--- config.mk ---
export PLATFORM = sky130hd
export DESIGN_NAME = mips_cpu_muldiv_ctrl
export DESIGN_NICKNAME = d
export VERILOG_FILES = /design/src/rtl/mips_cpu_muldiv_ctrl.sv
export SDC_FILE = /design/constraint.sdc
export NUM_CORES = 1
export LEC_CHECK = 0
export ABC_AREA = 1
export BUFFER_PORTS_ARGS = -buffer_cell sky130_fd_sc_hd__buf_2
export CAP_MARGIN = 25
export CORE_MARGIN = 10
export CORE_UTILIZATION = 50
export CTS_BUF_LIST = sky130_fd_sc_hd__clkbuf_8
export DETAILED_ROUTE_END_ITERATION = 16
export GPL_TIMING_DRIVEN = 1
export PLACE_DENSITY = 0.69
export SYNTH_ARGS = -nofsm -noshare
export SYNTH_HDL_FRONTEND = slang
export SYNTH_SLANG_ARGS = --single-unit
--- constraint.sdc ---
create_clock -name clk -period 2.99 [get_ports clk]
set_clock_uncertainty 0.05 [all_clocks]
set_input_delay 0.1495 -clock clk [delete_from_list [all_inputs] [get_ports clk]]
set_output_delay 0.1495 -clock clk [all_outputs]
set_load 0.005 [all_outputs]
--- src/rtl/mips_cpu_muldiv_ctrl.sv ---
// mips_cpu_muldiv_ctrl: HI/LO multiply-divide sequencer with pipeline stall generation
module mips_cpu_muldiv_ctrl #(
  parameter int WIDTH = 32
) (
  input  logic             clk,
  input  logic             reset,
  input  logic             start,
  input  logic [1:0]       op,
  input  logic [WIDTH-1:0] a,
  input  logic [WIDTH-1:0] b,
  input  logic             mthi,
  input  logic             mtlo,
  input  logic [WIDTH-1:0] wdata,
  input  logic             mf_req,
  output logic             busy,
  output logic             stall,
  output logic             done,
  output logic [WIDTH-1:0] hi_reg,
  output logic [WIDTH-1:0] lo_reg
);
  localparam int CW = $clog2(WIDTH);
  typedef enum logic [1:0] {IDLE, RUN, FIX} state_t;
  state_t state, state_n;
  logic [CW-1:0] count;
  logic is_div, neg_q, neg_r;
  logic [WIDTH:0] hr;
  logic [WIDTH-1:0] lr, br;
  logic sgn, ge;
  logic [WIDTH-1:0] a_mag, b_mag, quo_fix, rem_fix;
  logic [WIDTH:0] sum, mval, rem_s, rem_d;
  logic [2*WIDTH-1:0] prod, prod_fix;
  assign busy  = state != IDLE;
  assign stall = busy & (start | mthi | mtlo | mf_req);
  // operand magnitudes, one iteration of each algorithm, and final sign correction
  always_comb begin
    sgn      = ~op[0];
    a_mag    = (sgn & a[WIDTH-1]) ? -a : a;
    b_mag    = (sgn & b[WIDTH-1]) ? -b : b;
    sum      = hr + {1'b0, br};
    mval     = lr[0] ? sum : hr;
    rem_s    = {hr[WIDTH-1:0], lr[WIDTH-1]};
    rem_d    = rem_s - {1'b0, br};
    ge       = rem_s >= {1'b0, br};
    prod     = {hr[WIDTH-1:0], lr};
    prod_fix = neg_q ? -prod : prod;
    quo_fix  = neg_q ? -lr : lr;
    rem_fix  = neg_r ? -hr[WIDTH-1:0] : hr[WIDTH-1:0];
  end
  // state register
  always_ff @(posedge clk or negedge reset)
    if (!reset) state <= IDLE;
    else        state <= state_n;
  // next-state: WIDTH iterations in RUN, then one commit cycle
  always_comb begin
    state_n = state;
    case (state)
      IDLE:    state_n = start ? RUN : IDLE;
      RUN:     state_n = (count == CW'(WIDTH - 1)) ? FIX : RUN;
      default: state_n = IDLE;
    endcase
  end
  // shared shift registers, HI/LO commit and moves
  always_ff @(posedge clk or negedge reset)
    if (!reset) begin
      count  <= '0;
      is_div <= 1'b0;
      neg_q  <= 1'b0;
      neg_r  <= 1'b0;
      hr     <= '0;
      lr     <= '0;
      br     <= '0;
      done   <= 1'b0;
      hi_reg <= '0;
      lo_reg <= '0;
    end else begin
      done <= state == FIX;
      case (state)
        IDLE:
          if (start) begin
            is_div <= op[1];
            neg_q  <= sgn & (a[WIDTH-1] ^ b[WIDTH-1]);
            neg_r  <= sgn & a[WIDTH-1];
            hr     <= '0;
            lr     <= a_mag;
            br     <= b_mag;
            count  <= '0;
          end else begin
            if (mthi) hi_reg <= wdata;
            if (mtlo) lo_reg <= wdata;
          end
        RUN: begin
          count <= count + 1'b1;
          if (is_div) begin
            hr <= ge ? rem_d : rem_s;
            lr <= {lr[WIDTH-2:0], ge};
          end else begin
            hr <= {1'b0, mval[WIDTH:1]};
            lr <= {mval[0], lr[WIDTH-1:1]};
          end
        end
        default:
          if (!is_div) {hi_reg, lo_reg} <= prod_fix;
          else if (br != '0) begin
            lo_reg <= quo_fix;
            hi_reg <= rem_fix;
          end
      endcase
    end
endmodule

# --- Yosys cells after proc, flatten, opt, wreduce, memory -nomap -nowiden ---
# Index checks and enable logic that the tools add are counted.
op_classes:
  addsub: 8
  magnitude_cmp: 1
  n_eq_ne: 8
  mux: 28
  bitwise_logic: 10
  n_reduce_logical: 8
op_table:
  columns: ["op", "count"]
  rows:
  - ["$mux 32", 14]
  - ["$pmux 32 s2", 3]
  - ["$mux 33", 4]
  - ["$neg 32->32", 4]
  - ["$pmux 33 s2", 1]
  - ["$mux 64", 1]
  - ["$neg 64->64", 1]
  - ["$add 33x32->33", 1]
  - ["$ge 33x32->1", 1]
  - ["$sub 33x32->33", 1]
  - ["$reduce_bool 32->1", 1]
  - ["$pmux 5 s2", 1]
  - ["$ne 2x2->1 const B", 4]
  - ["$reduce_and 4->1", 2]
  - ["$add 5x1->5 const B", 1]
  - ["$eq 5x5->1 const B", 1]
  - ["$mux 5", 1]
  - ["$and 1x1->1", 4]
  - ["$pmux 2 s2", 1]
  - ["$reduce_and 2->1", 2]
  - ["$reduce_bool 2->1", 2]
  - ["$ne 3x1->1 const B", 1]
  - ["$or 1x1->1", 3]
  - ["$eq 2x1->1 const B", 1]
  - ["other kinds (6)", 7]
word_totals:
  register_bits: 172
  inputBits: 104
  output_inout_bits: 67

# --- Logic depth before layout (Yosys ltp) ---
# Gate-level depths: netlist of run 1.
logic_depth:
  ltp_word: 5
  ltp_mapped: 19
  mapped_depth_nobuf: 19

# --- Least setup slack after synthesis of run 1 ---
# No wires, ideal clock.
synth_timing:
  kind: "reg2reg"
  startpoint: "register lr[0]"
  endpoint: "register lo_reg[24]"
  setup_ns: 0.122
  arrival_ns: 2.123
  path_slack_ns: 0.695
  stages_incl_launch_ff: 13
  path_cell_list: "dfrtp_1 -> buf_2 -> clkinv_2 -> clkbuf_1 -> ha_1 -> nand3_1 -> nor2_2 -> nand3_1 -> nand2_1 -> o21ai_0 -> or2_2 -> nand3_1 -> a21oi_1"
synth_via:
  elab_chain_len: 5
  elab_cells_between_ends: 7
  cone_classes: "add/sub: 2; mux: 5"
synth_rtl:
  columns: ["item", "line_no", "rtl"]
  rows:
  - ["start, declared", "27", "logic [WIDTH-1:0] lr, br;"]
  - ["start signal, assigned", "84", "lr <= a_mag;"]
  - ["start signal, assigned", "95", "lr <= {lr[WIDTH-2:0], ge};"]
  - ["start signal, assigned", "98", "lr <= {mval[0], lr[WIDTH-1:1]};"]
  - ["$neg 32->32", "46", "quo_fix = neg_q ? -lr : lr;"]
  - ["$mux 32", "46", null]
  - ["$mux 32", "103", "else if (br != '0) begin"]
  - ["$mux 32 (*)", "102", "if (!is_div) {hi_reg, lo_reg} <= prod_fix;"]
  - ["$pmux 32 s2 (*)", "77", "case (state)"]
  - ["end signal, assigned", "89", "if (mtlo) lo_reg <= wdata;"]
  - ["end signal, assigned", "102", null]
  - ["end signal, assigned", "104", "lo_reg <= quo_fix;"]
  - ["end, declared", "19", "output logic [WIDTH-1:0] lo_reg"]
# Every way passes the cells marked *; elsewhere a longest branch is shown, timed or not. The select of a mux whose other input is x is not followed.
# A chain may end at the register's enable or synchronous reset.

# --- Worst setup path in the final report of run 1 ---
layout_timing:
  startpoint: "register br[9]"
  endpoint: "register hi_reg[16]"
layout_via:
  elab_chain_len: 3
layout_rtl:
  columns: ["item", "line_no", "rtl"]
  rows:
  - ["start, declared", "27", null]
  - ["start signal, assigned", "85", "br <= b_mag;"]
  - ["$reduce_bool 32->1", "103", null]
  - ["$ne 3x1->1 (no source line)", null, null]
  - ["$reduce_and 4->1 (no source line)", null, null]
  - ["end signal, assigned", "88", "if (mthi) hi_reg <= wdata;"]
  - ["end signal, assigned", "102", null]
  - ["end signal, assigned", "105", "hi_reg <= rem_fix;"]
  - ["end, declared", "18", "output logic [WIDTH-1:0] hi_reg,"]
# No other way between the ends.

==> impl_metrics.csv, run 1 <==
group,metric,value,unit
outcome,status,"complete, no violations",
clocking,cts-buffers-inserted,17,
routing,routed_via_density,5.86,
floorplan,ios,171,
grt,grt_max_degree,69,
routing,first_pass_iters,7,
timing,min_period,2.86,ns
routing,wl_per_cell,21.2,um
setup_path,cp-start-kind,"flip-flop",
pwr,powerDensity,1400,nW/um^2
timing,fmax,350,MHz
grt,grt_pass1_vias,20400,
final_layout,drive_gt1_frac,0.109,
timing,whs,0.0120,ns
floorplan,design.core.area,34700,um^2
setup_path,required,3.34,ns
setup_path,cpPeakStageDelay,0.70,ns
synth,netlist_area,17700,um^2
routing,wirelength,79.5,mm
routing,vias,22000,
setup_path,end_kind,"flip-flop",
final_layout,antenna_cells,0,
setup_path,crit_path_max_fanout,34,
synth,yosysUniqueCellTypes,55,
final_layout,syn2layout_area_growth,15.9,%
timing,finalHoldViolCount,0,
final_layout,nets,3458,
setup_path,crit_arrival,3.21,ns
clocking,htree_levels,4,
synth,ys_top_cells_by_count,"952 x nand2_1, 400 x inv_1, 327 x nor2_1",
pwr,vdd_ir_drop_max,0.583,mV
grt,met2_usage,0.550,
floorplan,row_count,68,
worst_hold_path,hold_class,"input pin to flip-flop",
setup_path,path_cells,"buf_4 > nor4_1 > nand3_1 > nor2_1 > nand3_1 > nand2_2 > inv_2 > nor2_1 > a21oi_1",
floorplan,die_area,43300,um^2
final_layout,instances_no_fill,3749,
timing,slew_viol_final,0,
timing,setup_viol_count_final,0,
final_layout,postLayoutCellArea,20500,um^2
synth,yosys_warnings,0,
synth,synth.most_common_cell,"nand2_1",
grt,met3_usage,0.0741,
synth,ys_ff_latch,172,
routing,drc,0,
synth,synth-async-reset-ratio,1.00,
timing,grt_setup_unrepaired,"no",
floorplan,dieHeight,208,um
pwr,p_leak,10.6,nW
synth,synthesis.nets,3218,
clocking,path_clk_slew,0.11,ns
setup_path,crit_type,"flip-flop to flip-flop",
floorplan,initial_core_util,0.509,
place,io_buffers,170,
clocking,clock_latency,0.54,ns
timing,final.period_utilization,0.955,
synth,synth_enable_flop_cells,0,
grt,track_usage,0.351,
routing,first_iter_violations,2592,
timing,slew_headroom,0.341,
synth,syn-instance-count,3042,
routing,drtAntennaViolNets,0,
place,dp_hpwl,63.5,mm
synth,seq_area_frac_synth,0.244,
synth,synthFlopType,"dfrtp_1",
timing,worstMarginPinSlew,0.987,ns
grt,antenna_found_initial,1,
floorplan,die_x,208,um
setup_path,path_delay_family,"simple AND/OR/NAND/NOR gates",
clocking,cts_sinks,172,
synth,yosysTopAreaCell,"dfrtp_1",
grt,grt_overflow,0,
place,placed_cell_area,19400,um^2
place,gp_congestion,1.07,
flow_run,max_cap_violations,0,
synth,netlist_top_cells_area,"dfrtp_1 24%, nand2_1 20%, inv_1 8.5%",
synth,synth_area_per_cell,5.81,um^2
setup_path,worst-path-buf-inv,2,
clocking,tritoncts,"done",
grt,globalRoute.busiestLayer,"met2",
clocking,cts_buffer_depth,2,
clocking,clock-root-buffer,"clkbuf_8",
final_layout,top_register,"hr",
pwr,total_power,28.7,mW
setup_path,cpMaxStageDelayCell,"nor4_1",
synth,netlist.area_leader.share,0.244,
grt,gr-usage-met1,0.452,
final_layout,largest_reg_flops,33,
place,dp.cells,3651,
grt,grt_first_pass_wirelength,120,mm
power breakdown:
group          internal [mW]  switching (mW)  leakage [nW]  total, mW
clock network          0.705            1.04         0.181       1.75
logic                   7.28            15.0          8.44       22.3
registers               3.56            1.12          2.01       4.68
worst register-to-register path, cell delays in order, from the launching register on:
cell and delay, ns:
dfrtp_1 0.43, buf_4 0.16, nor4_1 0.70, nand3_1 0.18, nor2_1 0.33, nand3_1 0.24
nand2_2 0.14, inv_2 0.23, nor2_1 0.19, a21oi_1 0.07
final timing paths:
| path | startpoint | end | slack, ns | cells past startpoint |
|---|---|---|---|---|
| max in group asynchronous | reset | lr[22] | 1.98 | 3 |
| hold / removal | a[3] | lr[3] | 0.01 | 4 |
| setup reg to reg | br[9] | hi_reg[16] | 0.13 | 9 |
| hold reg to reg | lo_reg[19] | lo_reg[19] | 0.43 | 2 |
| setup / recovery | br[9] | hi_reg[16] | 0.13 | 9 |
| min in group asynchronous | reset | hi_reg[18] | 0.11 | 2 |
logic make-up after synthesis:
logic type / synth area share
and+or+nand+nor: 0.410
xor gates and xnor gates: 0.0228
DFF: 0.244
buffers and inverters: 0.114
AOI/OAI and AO/OA: 0.158
adders and majority gates: 0.0518
per-stage QoR:
stage                      util  setup slack [ns]  TNS [ns]
after global routing      0.590           0.00208         0
after floorplan               -             0.695         0
after CTS                 0.589             0.114         0
after global placement    0.559           -0.0370   -0.0370
after detailed placement  0.560            0.0125         0
final                     0.590             0.135         0
timing repair:
action / in CTS / in global routing
hold buffers: 65 / 0
setup buffers: 0 / 2
endpoints found under the setup margin: 1 / 19
gates cloned: 0 / 0
gates resized for setup: 1 / 2
endpoints found under the hold margin: 140 / 0
pin swaps: 0 / 2
layer usage:
metal	vias to the layer above	routed length [um]	share of wire
met5	-	0	0
met4	0	3900	0.049
met3	204	8840	0.11
met2	1365	35100	0.44
met1	10100	31700	0.40
li1	10300	-	-
layout make-up:
class                   count  area (um^2)
well taps                 455          569
clock inverters            12          114
flip-flops and latches    172         4310
fillers                  3492        14200
inverters                 414         1560
clock buffers              19          262
multi-input cells        2356        11400
repair buffers            321         2300
cell usage in the layout, fill, tap and decap left out, types with 4 or more instances in the layout:
cell type,instances
nand2_1,951
inv_1,399
nor2_1,326
nand3_1,279
a21oi_1,217
o21ai_0,204
dfrtp_1,171
buf_2,169
buf_4,75
ha_1,70
dlygate4sd3_1,65
nor3_1,37
nand4_1,29
xor2_1,29
o211ai_1,23
a31oi_1,20
clkbuf_8,19
nand3b_1,18
nand2_2,17
xnor2_1,17
or2_2,14
o21ai_1,13
nor2_2,13
a22oi_1,12
inv_2,11
nor4_1,10
buf_12,10
o21bai_1,8
and2_1,5
clkinvlp_4,4
inv_6,4
No activity file was read; power rests on OpenSTA's default activity.
==> run 2: changes to the inputs <==
--- a/config.mk
+++ b/config.mk
@@ -8,7 +8,7 @@
 export ABC_AREA = 1
 export BUFFER_PORTS_ARGS = -buffer_cell sky130_fd_sc_hd__buf_2
 export CAP_MARGIN = 25
-export CORE_MARGIN = 10
+export CORE_MARGIN = 3
 export CORE_UTILIZATION = 50
 export CTS_BUF_LIST = sky130_fd_sc_hd__clkbuf_8
 export DETAILED_ROUTE_END_ITERATION = 16
==> constraint.sdc (replaced) <==
create_clock -name clk -period 2.8 [get_ports clk]
set_clock_uncertainty 0.05 [all_clocks]
set_input_delay 0.14 -clock clk [delete_from_list [all_inputs] [get_ports clk]]
set_output_delay 0.14 -clock clk [all_outputs]
set_load 0.005 [all_outputs]
==> run 2 against run 1 <==
Compared with the run above:
- cell count increased by 0.67%
- clock power is 21% higher
- clock-buffer cell count is 2 lower
- via count decreased by 0.55%
- register-to-register slack about the same
- maximum frequency grew 6.8%
- critical endpoint is now hi_reg[4]
- highest routed layer unchanged
==> impl_metrics.csv, run 2 (synthesis gave the netlist of run 1 again) <==
group,metric,value,unit
setup_path,cpPeakStageDelay,0.44,ns
final_layout,antenna_cells,0,
place,dp_hpwl,61.5,mm
setup_path,path_cells,"buf_4 > nor4_1 > nand3_1 > nor2_1 > nand3_1 > nand2_2 > inv_2 > nor2_1 > a31oi_1",
timing,fmax,374,MHz
routing,first_pass_iters,7,
timing,setup_viol_count_final,0,
place,io_buffers,170,
pwr,p_clk_frac,0.068,
setup_path,crit_arrival,3.00,ns
setup_path,crit_type,"flip-flop to flip-flop",
final_layout,drive_gt1_frac,0.117,
routing,wl_per_cell,20.5,um
place,dp_slack,0.106,ns
pwr,power_frac_seq,0.162,
pwr,combPwrFrac,0.770,
routing,routed_via_density,5.79,
timing,min_period,2.67,ns
final_layout,nets,3483,
clocking,path_clk_slew,0.11,ns
timing,whs,0.0121,ns
final_layout,final_cell_mix,"951 x nand2_1, 399 x inv_1, 325 x nor2_1, 279 x nand3_1, 217 x a21oi_1",
grt,grt_first_pass_wirelength,117,mm
clocking,cts_sinks,172,
pwr,power.internal,12.8,mW
floorplan,dieHeight,194,um
pwr,sw_frac_of_total,0.587,
timing,fin_ws,0.126,ns
setup_path,end_kind,"flip-flop",
floorplan,ios,171,
routing,drtAntennaViolNets,0,
place,placed_cell_area,19600,um^2
clocking,cts-buffers-inserted,17,
setup_path,cp-start-kind,"flip-flop",
routing,vias,21800,
floorplan,design.core.area,34700,um^2
timing,tns,0,ns
floorplan,initial_core_util,0.509,
clocking,htree_levels,4,
pwr,powerDensity,1490,nW/um^2
floorplan,die_x,194,um
timing,grt_setup_unrepaired,"no",
timing,finalHoldViolCount,0,
clocking,cts_buffer_depth,2,
final_layout,largest_reg_flops,33,
grt,antenna_found_initial,0,
flow_run,max_cap_violations,0,
pwr,p_leak,10.8,nW
grt,grt_overflow,0,
clocking,clock-root-buffer,"clkbuf_8",
outcome,status,"complete, no violations",
grt,track_usage,0.399,
timing,slew_viol_final,0,
routing,wirelength,77.5,mm
setup_path,required,3.13,ns
timing,slew_headroom,0.529,
grt,grt_pass1_vias,20300,
clocking,tritoncts,"done",
floorplan,die_area,37600,um^2
setup_path,path_delay_family,"simple AND/OR/NAND/NOR gates",
pwr,vdd_ir_drop_max,0.621,mV
setup_path,crit_path_max_fanout,34,
pwr,p_switching,18.2,mW
timing,worstMarginPinSlew,0.699,ns
setup_path,worst-path-buf-inv,2,
final_layout,syn2layout_area_growth,17.4,%
timing,final.period_utilization,0.955,
setup_path,cpMaxStageDelayCell,"dfrtp_1",
floorplan,row_count,68,
routing,drc,0,
final_layout,top_register,"hr",
routing,first_iter_violations,2586,
final_layout,mostFrequentLayoutCell,"nand2_1",
final_layout,postLayoutCellArea,20800,um^2
place,gp_congestion,1.08,
clocking,clock_latency,0.52,ns
worst_hold_path,hold_class,"input pin to flip-flop",
grt,grt_max_degree,80,
==> run 2: cell count changes in the layout (fill, tap and decap cells not counted), sizes merged <==
cell / change
buf: +24
clkinvlp: -4
bufinv: +3
clkbuf: -2
clkinv: +2
dlygate4sd3: +1
inv: +1
==> run 2: final cells by class <==
type	instances	area, um^2
Multi-Input combinational cell	2356	11400
Tap cell	455	569
Timing Repair Buffer	346	2480
Fill cell	3413	14000
Clock buffer	17	234
Sequential cell	172	4310
Inverter	414	1560
Clock inverter	14	209
==> run 2: stage by stage <==
step	instances	utilization	total power, mW
after floorplan	3042	-	20.0
after global placement	3674	0.564	27.6
after detailed placement	3674	0.564	27.9
after CTS	3771	0.596	30.2
after global routing	3774	0.598	33.5
final	3774	0.598	30.9
==> run 2: final timing paths <==
kind | start | endpoint | slack (ns) | depth (start not counted)
min | wdata[17] | lo_reg[17] | 0.01 | 5
max | br[18] | hi_reg[4] | 0.13 | 9
min reg2reg | lo_reg[4] | lo_reg[4] | 0.44 | 2
max in group asynchronous | reset | br[13] | 1.79 | 3
min in group asynchronous | reset | hi_reg[16] | 0.11 | 2
max reg2reg | br[18] | hi_reg[4] | 0.13 | 9
==> run 2: what timing repair did <==
item | CTS | global route
endpoints found under the hold margin | 222 | 0
gates resized for setup | 0 | 8
endpoints found under the setup margin | 0 | 47
hold buffers | 66 | 0
setup buffers | 0 | 3
==> run 2: power by group through the flow <==
stage / registers [mW] / clock network, mW / logic (mW)
after detailed placement: 4.99 / 0 / 22.9
after floorplan: 4.84 / 0 / 15.1
final: 5.02 / 2.11 / 23.8
after global placement: 4.94 / 0 / 22.7
after CTS: 4.94 / 2.12 / 23.1
after global routing: 5.14 / 2.22 / 26.2
==> run 2: metal layers <==
metal	track usage	share of wire	vias up	routed length [um]
met5	0	0	-	0
met4	0.188	0.053	0	4070
met3	0.0754	0.10	195	7750
met2	0.633	0.44	1229	34300
met1	0.528	0.40	10100	31400
li1	-	-	10400	-
==> run 2: worst register-to-register path: cells and delay by family (launching register included) <==
kind / cells / cell delay, ns
simple gates: 6 / 1.55
compound gates: 1 / 0.06
buf+inv: 2 / 0.43
flops: 1 / 0.44
